File: src/rtl/bcd_div3_arb.sv
// bcd_div3_arb: two-requester round-robin front end for a sequential
// divisible-by-3 checker on packed-BCD words. One word is in flight at a
// time. It is scanned one digit per cycle, most significant digit first,
// and the result is held until the consumer takes it.
module bcd_div3_arb #(
   parameter int DIGITS = 4,
   localparam int W     = 4 * DIGITS
) (
   input  logic         clk,
   input  logic         rst_n,
   input  logic [1:0]   req_valid,
   input  logic [W-1:0] req_bcd0,
   input  logic [W-1:0] req_bcd1,
   output logic [1:0]   req_ready,
   output logic         rsp_valid,
   input  logic         rsp_ready,
   output logic         rsp_id,
   output logic         rsp_div3,
   output logic         rsp_err,
   output logic         busy
);

   localparam int CNT_W = (DIGITS > 1) ? $clog2(DIGITS) : 1;

   typedef enum logic [1:0] {
      S_IDLE,
      S_SCAN,
      S_DONE
   } state_t;

   state_t             state_q, state_d;
   logic [W-1:0]       word_q, word_d;
   logic [CNT_W-1:0]   cnt_q, cnt_d;
   logic [1:0]         residue_q, residue_d;
   logic               err_q, err_d;
   logic               id_q, id_d;
   logic               rr_last_q, rr_last_d;

   logic [1:0]         grant;
   logic [3:0]         digit;
   logic [2:0]         sum;

   // Digit value mod 3. Non-BCD codes contribute nothing; the word is
   // flagged as an error anyway.
   function automatic logic [1:0] digit_mod3(input logic [3:0] d);
      case (d)
         4'd1, 4'd4, 4'd7: digit_mod3 = 2'd1;
         4'd2, 4'd5, 4'd8: digit_mod3 = 2'd2;
         default:          digit_mod3 = 2'd0;
      endcase
   endfunction

   // Round-robin grant: a lone requester wins, a tie goes to the one not served last.
   always_comb begin
      grant = 2'b00;
      case (req_valid)
         2'b01:   grant = 2'b01;
         2'b10:   grant = 2'b10;
         2'b11:   grant = rr_last_q ? 2'b01 : 2'b10;
         default: grant = 2'b00;
      endcase
   end

   // Next-state, datapath and output decode for the IDLE/SCAN/DONE sequence.
   always_comb begin
      // NOTE: every signal gets a default first so no path leaves one unassigned (no latches).
      state_d   = state_q;
      word_d    = word_q;
      cnt_d     = cnt_q;
      residue_d = residue_q;
      err_d     = err_q;
      id_d      = id_q;
      rr_last_d = rr_last_q;
      req_ready = 2'b00;
      rsp_valid = 1'b0;
      rsp_id    = 1'b0;
      rsp_div3  = 1'b0;
      rsp_err   = 1'b0;
      busy      = 1'b0;

      digit = word_q[W-1 -: 4];
      sum   = {1'b0, residue_q} + {1'b0, digit_mod3(digit)};

      case (state_q)
         S_IDLE: begin
            // Grant is suppressed while reset is asserted so req_ready reads 00.
            req_ready = rst_n ? grant : 2'b00;
            if (grant != 2'b00) begin
               word_d    = grant[1] ? req_bcd1 : req_bcd0;
               id_d      = grant[1];
               rr_last_d = grant[1];
               residue_d = 2'd0;
               err_d     = 1'b0;
               cnt_d     = '0;
               state_d   = S_SCAN;
            end
         end
         S_SCAN: begin
            busy      = 1'b1;
            residue_d = (sum >= 3'd3) ? 2'(sum - 3'd3) : sum[1:0];
            err_d     = err_q | (digit > 4'd9);
            word_d    = word_q << 4;
            cnt_d     = cnt_q + 1'b1;
            if (cnt_q == CNT_W'(DIGITS - 1)) begin
               state_d = S_DONE;
            end
         end
         S_DONE: begin
            busy      = 1'b1;
            rsp_valid = 1'b1;
            rsp_id    = id_q;
            rsp_div3  = (residue_q == 2'd0) & ~err_q;
            rsp_err   = err_q;
            if (rsp_ready) begin
               state_d = S_IDLE;
            end
         end
         default: state_d = S_IDLE;
      endcase
   end

   // State and datapath registers; reset drops any word in flight.
   always_ff @(posedge clk or negedge rst_n) begin
      if (!rst_n) begin
         state_q   <= S_IDLE;
         word_q    <= '0;
         cnt_q     <= '0;
         residue_q <= 2'd0;
         err_q     <= 1'b0;
         id_q      <= 1'b0;
         rr_last_q <= 1'b1;
      end else begin
         // NOTE: non-blocking assignments so every register samples pre-edge values.
         state_q   <= state_d;
         word_q    <= word_d;
         cnt_q     <= cnt_d;
         residue_q <= residue_d;
         err_q     <= err_d;
         id_q      <= id_d;
         rr_last_q <= rr_last_d;
      end
   end

endmodule
File: config.mk
export PLATFORM = sky130hd
export DESIGN_NAME = bcd_div3_arb
export DESIGN_NICKNAME = d
export VERILOG_FILES = /design/src/rtl/bcd_div3_arb.sv
export SDC_FILE = /design/constraint.sdc
export NUM_CORES = 1
export LEC_CHECK = 0
export ABC_AREA = 1
export CAP_MARGIN = 20
export CORE_UTILIZATION = 49
export CTS_CLUSTER_DIAMETER = 150
export DETAILED_ROUTE_END_ITERATION = 6
export PLACE_DENSITY_LB_ADDON = 0.15
export SYNTH_ARGS = -nofsm -noshare
export SYNTH_HDL_FRONTEND = slang
export SYNTH_SLANG_ARGS = --single-unit
export TNS_END_PERCENT = 10
File: constraint.sdc
create_clock -name clk -period 3.2 [get_ports clk]
set_clock_uncertainty 0.2 [all_clocks]
set_input_delay 0.64 -clock clk [delete_from_list [all_inputs] [get_ports clk]]
set_output_delay 0.64 -clock clk [all_outputs]
set_load 0.03 [all_outputs]
# --- Word-level counts from Yosys, hierarchy flattened ---
# Cells that the tools add are included.
# Widths: inputs -> output; s select.
word_totals:
  out_inout_bits: 7
  reg_bits: 25
  word_cells: 63
  in_bits: 37
classes:
  n_reduce_logical: 10
  bitwise_logic: 3
  n_addsub: 3
  magnitude_cmp: 2
  muxes: 23
  n_eq_ne: 15
ops:
  columns: ["op", "n"]
  rows:
  - ["$mux 16", 2]
  - ["$pmux 16 s2", 1]
  - ["$mux 2", 8]
  - ["$eq 4x3->1 const B", 3]
  - ["$pmux 2 s2", 3]
  - ["$pmux 2 s3", 2]
  - ["$eq 2x2->1 const B", 4]
  - ["$mux 1", 6]
  - ["$ne 2x2->1 const B", 3]
  - ["$reduce_or 3->1", 2]
  - ["$eq 2x1->1 const B", 2]
  - ["$eq 4x1->1 const B", 1]
  - ["$eq 4x2->1 const B", 1]
  - ["$eq 4x4->1 const B", 1]
  - ["$gt 4x4->1 const B", 1]
  - ["$logic_not 2->1", 2]
  - ["$reduce_and 2->1", 2]
  - ["$reduce_bool 2->1", 2]
  - ["$add 2x2->3", 1]
  - ["$ge 3x2->1 const B", 1]
  - ["$reduce_and 3->1", 1]
  - ["$add 2x1->2 const B", 1]
  - ["$pmux 1 s2", 1]
  - ["$reduce_or 2->1", 1]
  - ["4 further kinds", 4]

# --- Longest topological paths before layout ---
logic_depth:
  depth_word: 7
  depth_mapped: 15
  mapped_depth_nobuf: 15

# --- Worst setup path before layout ---
# No wires, ideal clock.
synth_timing:
  path_kind: "reg-to-output"
  startpoint: "register state_q[0]"
  endpoint: "output port rsp_div3"
  n_path_buf: 0
  required_time_ps: 2360
  stages_incl_launch_ff: 5
  path_slack_ps: 772
  t_arrival_ps: 1588
  path_cell_list: "dfrtp_1 -> inv_1 -> ha_1 -> nand2_1 -> nor3_1"
synth_via:
  elab_chain_len: 2
synth_lines:
  columns: ["element", "line", "text"]
  rows:
  - ["start, declared", "31", "state_t state_q, state_d;"]
  - ["start signal, assigned", "134", "state_q <= state_d;"]
  - ["$eq 2x2->1", "84", "case (state_q)"]
  - ["$mux 1", "84", null]
  - ["end, declared", "18", "output logic rsp_div3,"]
# No other way between the ends.

# --- Worst setup path after layout ---
# Ends and elaborated chain as after synthesis.

==> results by group <==
Job
  – Number of max-cap violations: 0

Global route
  – GRT overflow: 0
  – Largest net degree at the start of global routing: 27
  – Total GRT Usage: 22.0%
  – Vias in the first global route: 1402
  – Initial antenna violation count: 0
  – First-pass GRT wire length: 5990 um

Detailed routing
  – Wirelength per Cell: 10.9 um
  – 1st-iter DRT viols: 91
  – Detailed Routing Iterations Pass 1: 4
  – Drc violations: 0
  – Final WL: 3620 um
  – DR vias: 1560
  – Post-DR vias/cell: 4.70
  – Antenna-violating nets left: 0

Floorplanning
  – # IOs: 44
  – Starting density of the core: 50.9%
  – Rows: 21
  – CORE AREA: 0.00334 sq mm
  – Die Width: 60.9 um
  – Die area: 0.00371 sq mm
  – Die Ht: 60.9 um

Cells and area
  – Final core utilization: 64.8%
  – Finished Layout Cells: 332
  – Final instance area: 0.00216 sq mm
  – Fraction of layout instances using a drive strength above 1: 9.79%
  – Antenna cells: 0
  – Nets: 331
  – Fill count: 326
  – Area growth syn-to-layout: 27.2%

Worst setup path
  – Critical Path Source Type: register
  – Crit path DAT: 1.98 ns
  – Crit path cell chain: inv_1 -> ha_1 -> nand2_1 -> nor3_1 -> clkdlybuf4s50_1
  – Worst EP required: 2.36 ns
  – Worst Path Class, Setup: register to primary output
  – Crit Path Max Fanout: 5
  – Crit-path max cell delay: 0.70 ns
  – Critical path's slowest cell: clkdlybuf4s50_1
  – Setup crit end kind: primary output

Synth
  – Post-synth EDFFs: 0
  – Syn Nets: 288
  – Post-synth top area cell: dfrtp_1
  – Post-Syn Area: 0.00170 sq mm
  – Area share of the largest cell type after synthesis: 35.3%
  – Synth Register Bits: 25
  – Share of flip-flops with an asynchronous set or reset: 100%
  – Yosys cell types: 29
  – Top cells by count, synth: 84 x nand2_1, 31 x inv_1, 28 x nand3_1
  – Top FF cell, synth: dfrtp_1
  – Yosys warnings: 0
  – Ranking of synthesized cells by area: dfrtp_1 35%, nand2_1 19%, nand3_1 8.2%
  – Gate Count Post-Synth: 244
  – Most common cell in the netlist: nand2_1
  – Post-Syn Area per Cell: 6.96 sq um
  – Sequential area share after synthesis: 36.9%

Clock tree
  – H-tree depth: 1
  – Post-CTS setup buffer count: 0
  – # resized after CTS: 0
  – CTS tree: done
  – CTS sink cnt: 25
  – Later-pin clock latency in the skew report: 0.33 ns
  – Root buffer selected by CTS: clkbuf_4
  – Post-CTS Hold Buffers: 0
  – Clock Pin Slew Worst Setup and Hold Paths: 0.15 ns
  – Num CTS Buffers: 3
  – Max Root-Sink Buffers: 2

STA
  – Max Transition Viols Final: 0
  – Worst slew margin: 53.1%
  – Final worst slack: 0.379 ns
  – Final Hold Viols: 0
  – Worst slew pin tran: 0.702 ns
  – Period utilization: 88.2%
  – Achievable frequency: 354 MHz
  – RSZ-0062 raised after global routing: no
  – Setup TNS: 0 ns
  – Final setup vio count: 0
  – Fin crit period: 2.82 ns

Outcome
  – Status: complete, no violations

Power
  – PwrDens: 843 mW/mm^2
  – Leak: 0.00113 uW
  – Peak VDD IR: 473 uV

Placed design
  – HPWL after DPL: 2720 um
  – Setup WS pre-CTS: 0.523 ns
  – Placer congestion estimate: 0.760
  – Port Buffers: 43
  – DP Area: 0.00213 sq mm
  – Placed instance count: 328

Worst hold path
  – Worst hold path type: register to register
-- critical path: cells and delay by family (launching register included) --
kind	cells	cell delay, ns
buffers and inverters	2	0.78
flip-flops	1	0.43
adder cells (fa/ha/maj)	1	0.24
AND/OR/NAND/NOR	2	0.20
-- cells in the final DEF, fill, tap and decap left out --
cell,Yosys,routed
a211oi_1,1,1
a21oi_1,3,3
a21oi_2,1,1
a21oi_4,1,1
buf_4,1,4
clkbuf_4,0,3
clkdlybuf4s50_1,0,41
clkinv_2,0,1
dfrtp_1,24,24
dfstp_2,1,1
fa_1,1,1
ha_1,6,6
inv_1,31,31
inv_2,2,2
nand2_1,84,84
nand2_2,6,6
nand3_1,28,28
nand3_2,1,1
nand4_1,1,1
nor2_1,25,25
nor2_2,5,5
nor2_4,1,1
nor3_1,2,2
o211ai_1,2,2
o21ai_0,4,4
o21ai_1,4,4
o21ai_2,1,1
o21ai_4,1,1
o31ai_1,1,1
-- state kept, by name (all words and copies together), names as in the netlist --
signal / count
cnt_q: 2
residue_q: 2
state_q: 2
rr_last_q: 1
err_q: 1
id_q: 1
word_q: 16
-- per-layer routing --
metal / vias to the layer above / global-route usage (%) / share of wire (%)
met5: - / 0 / 0
li1: 840 / - / -
met4: 0 / 5.52 / 0.94
met2: 23 / 37.2 / 50
met3: 2 / 5.12 / 2.9
met1: 695 / 28.5 / 47
-- power breakdown --
part           internal [uW]  switching, uW
Combinational            416            698
Clock                   46.8           97.4
Sequential               471           93.4
-- cells by family (layout without fill, tap and decap cells) --
logic type	count (synthesis)	count (layout)	synth area share, %
AND/OR/NAND/NOR	153	153	38.6
AO/OA/AOI/OAI	19	19	7.95
adder cells (fa/ha/maj)	7	7	5.60
flip-flops	25	25	36.9
buffers and inverters	40	82	11.0
-- final cells by class --
class | count | area (sq um) | area share (%)
Clock buffer | 3 | 22.5 | 1.04
Clock inverter | 1 | 5.00 | 0.231
Inverter | 33 | 124 | 5.73
Multi-Input combinational cell | 179 | 886 | 41.0
Sequential cell | 25 | 627 | 29.0
Tap cell | 46 | 57.6 | 2.66
Timing Repair Buffer | 45 | 440 | 20.4
-- through the flow --
| step | hold slack [ns] | power [uW] |
|---|---|---|
| floorplan | 0.144 | 1460 |
| global placement | 0.260 | 1660 |
| detailed placement | 0.266 | 1690 |
| CTS | 0.292 | 1840 |
| global route | 0.306 | 2030 |
| finish | 0.293 | 1820 |
-- worst paths after layout --
| kind | from | endpoint | slack [ns] | cells after the start |
|---|---|---|---|---|
| min in group asynchronous | rst_n | id_q | 0.34 | 1 |
| hold / removal | cnt_q[0] | cnt_q[0] | 0.29 | 1 |
| max in group asynchronous | rst_n | word_q[2] | 1.89 | 2 |
| setup / recovery | state_q[0] | rsp_div3 | 0.38 | 5 |
| setup reg to reg | word_q[15] | residue_q[0] | 0.69 | 12 |
| hold reg to reg | cnt_q[0] | cnt_q[0] | 0.29 | 1 |
Note: power is estimated with default switching activity, not from simulation.
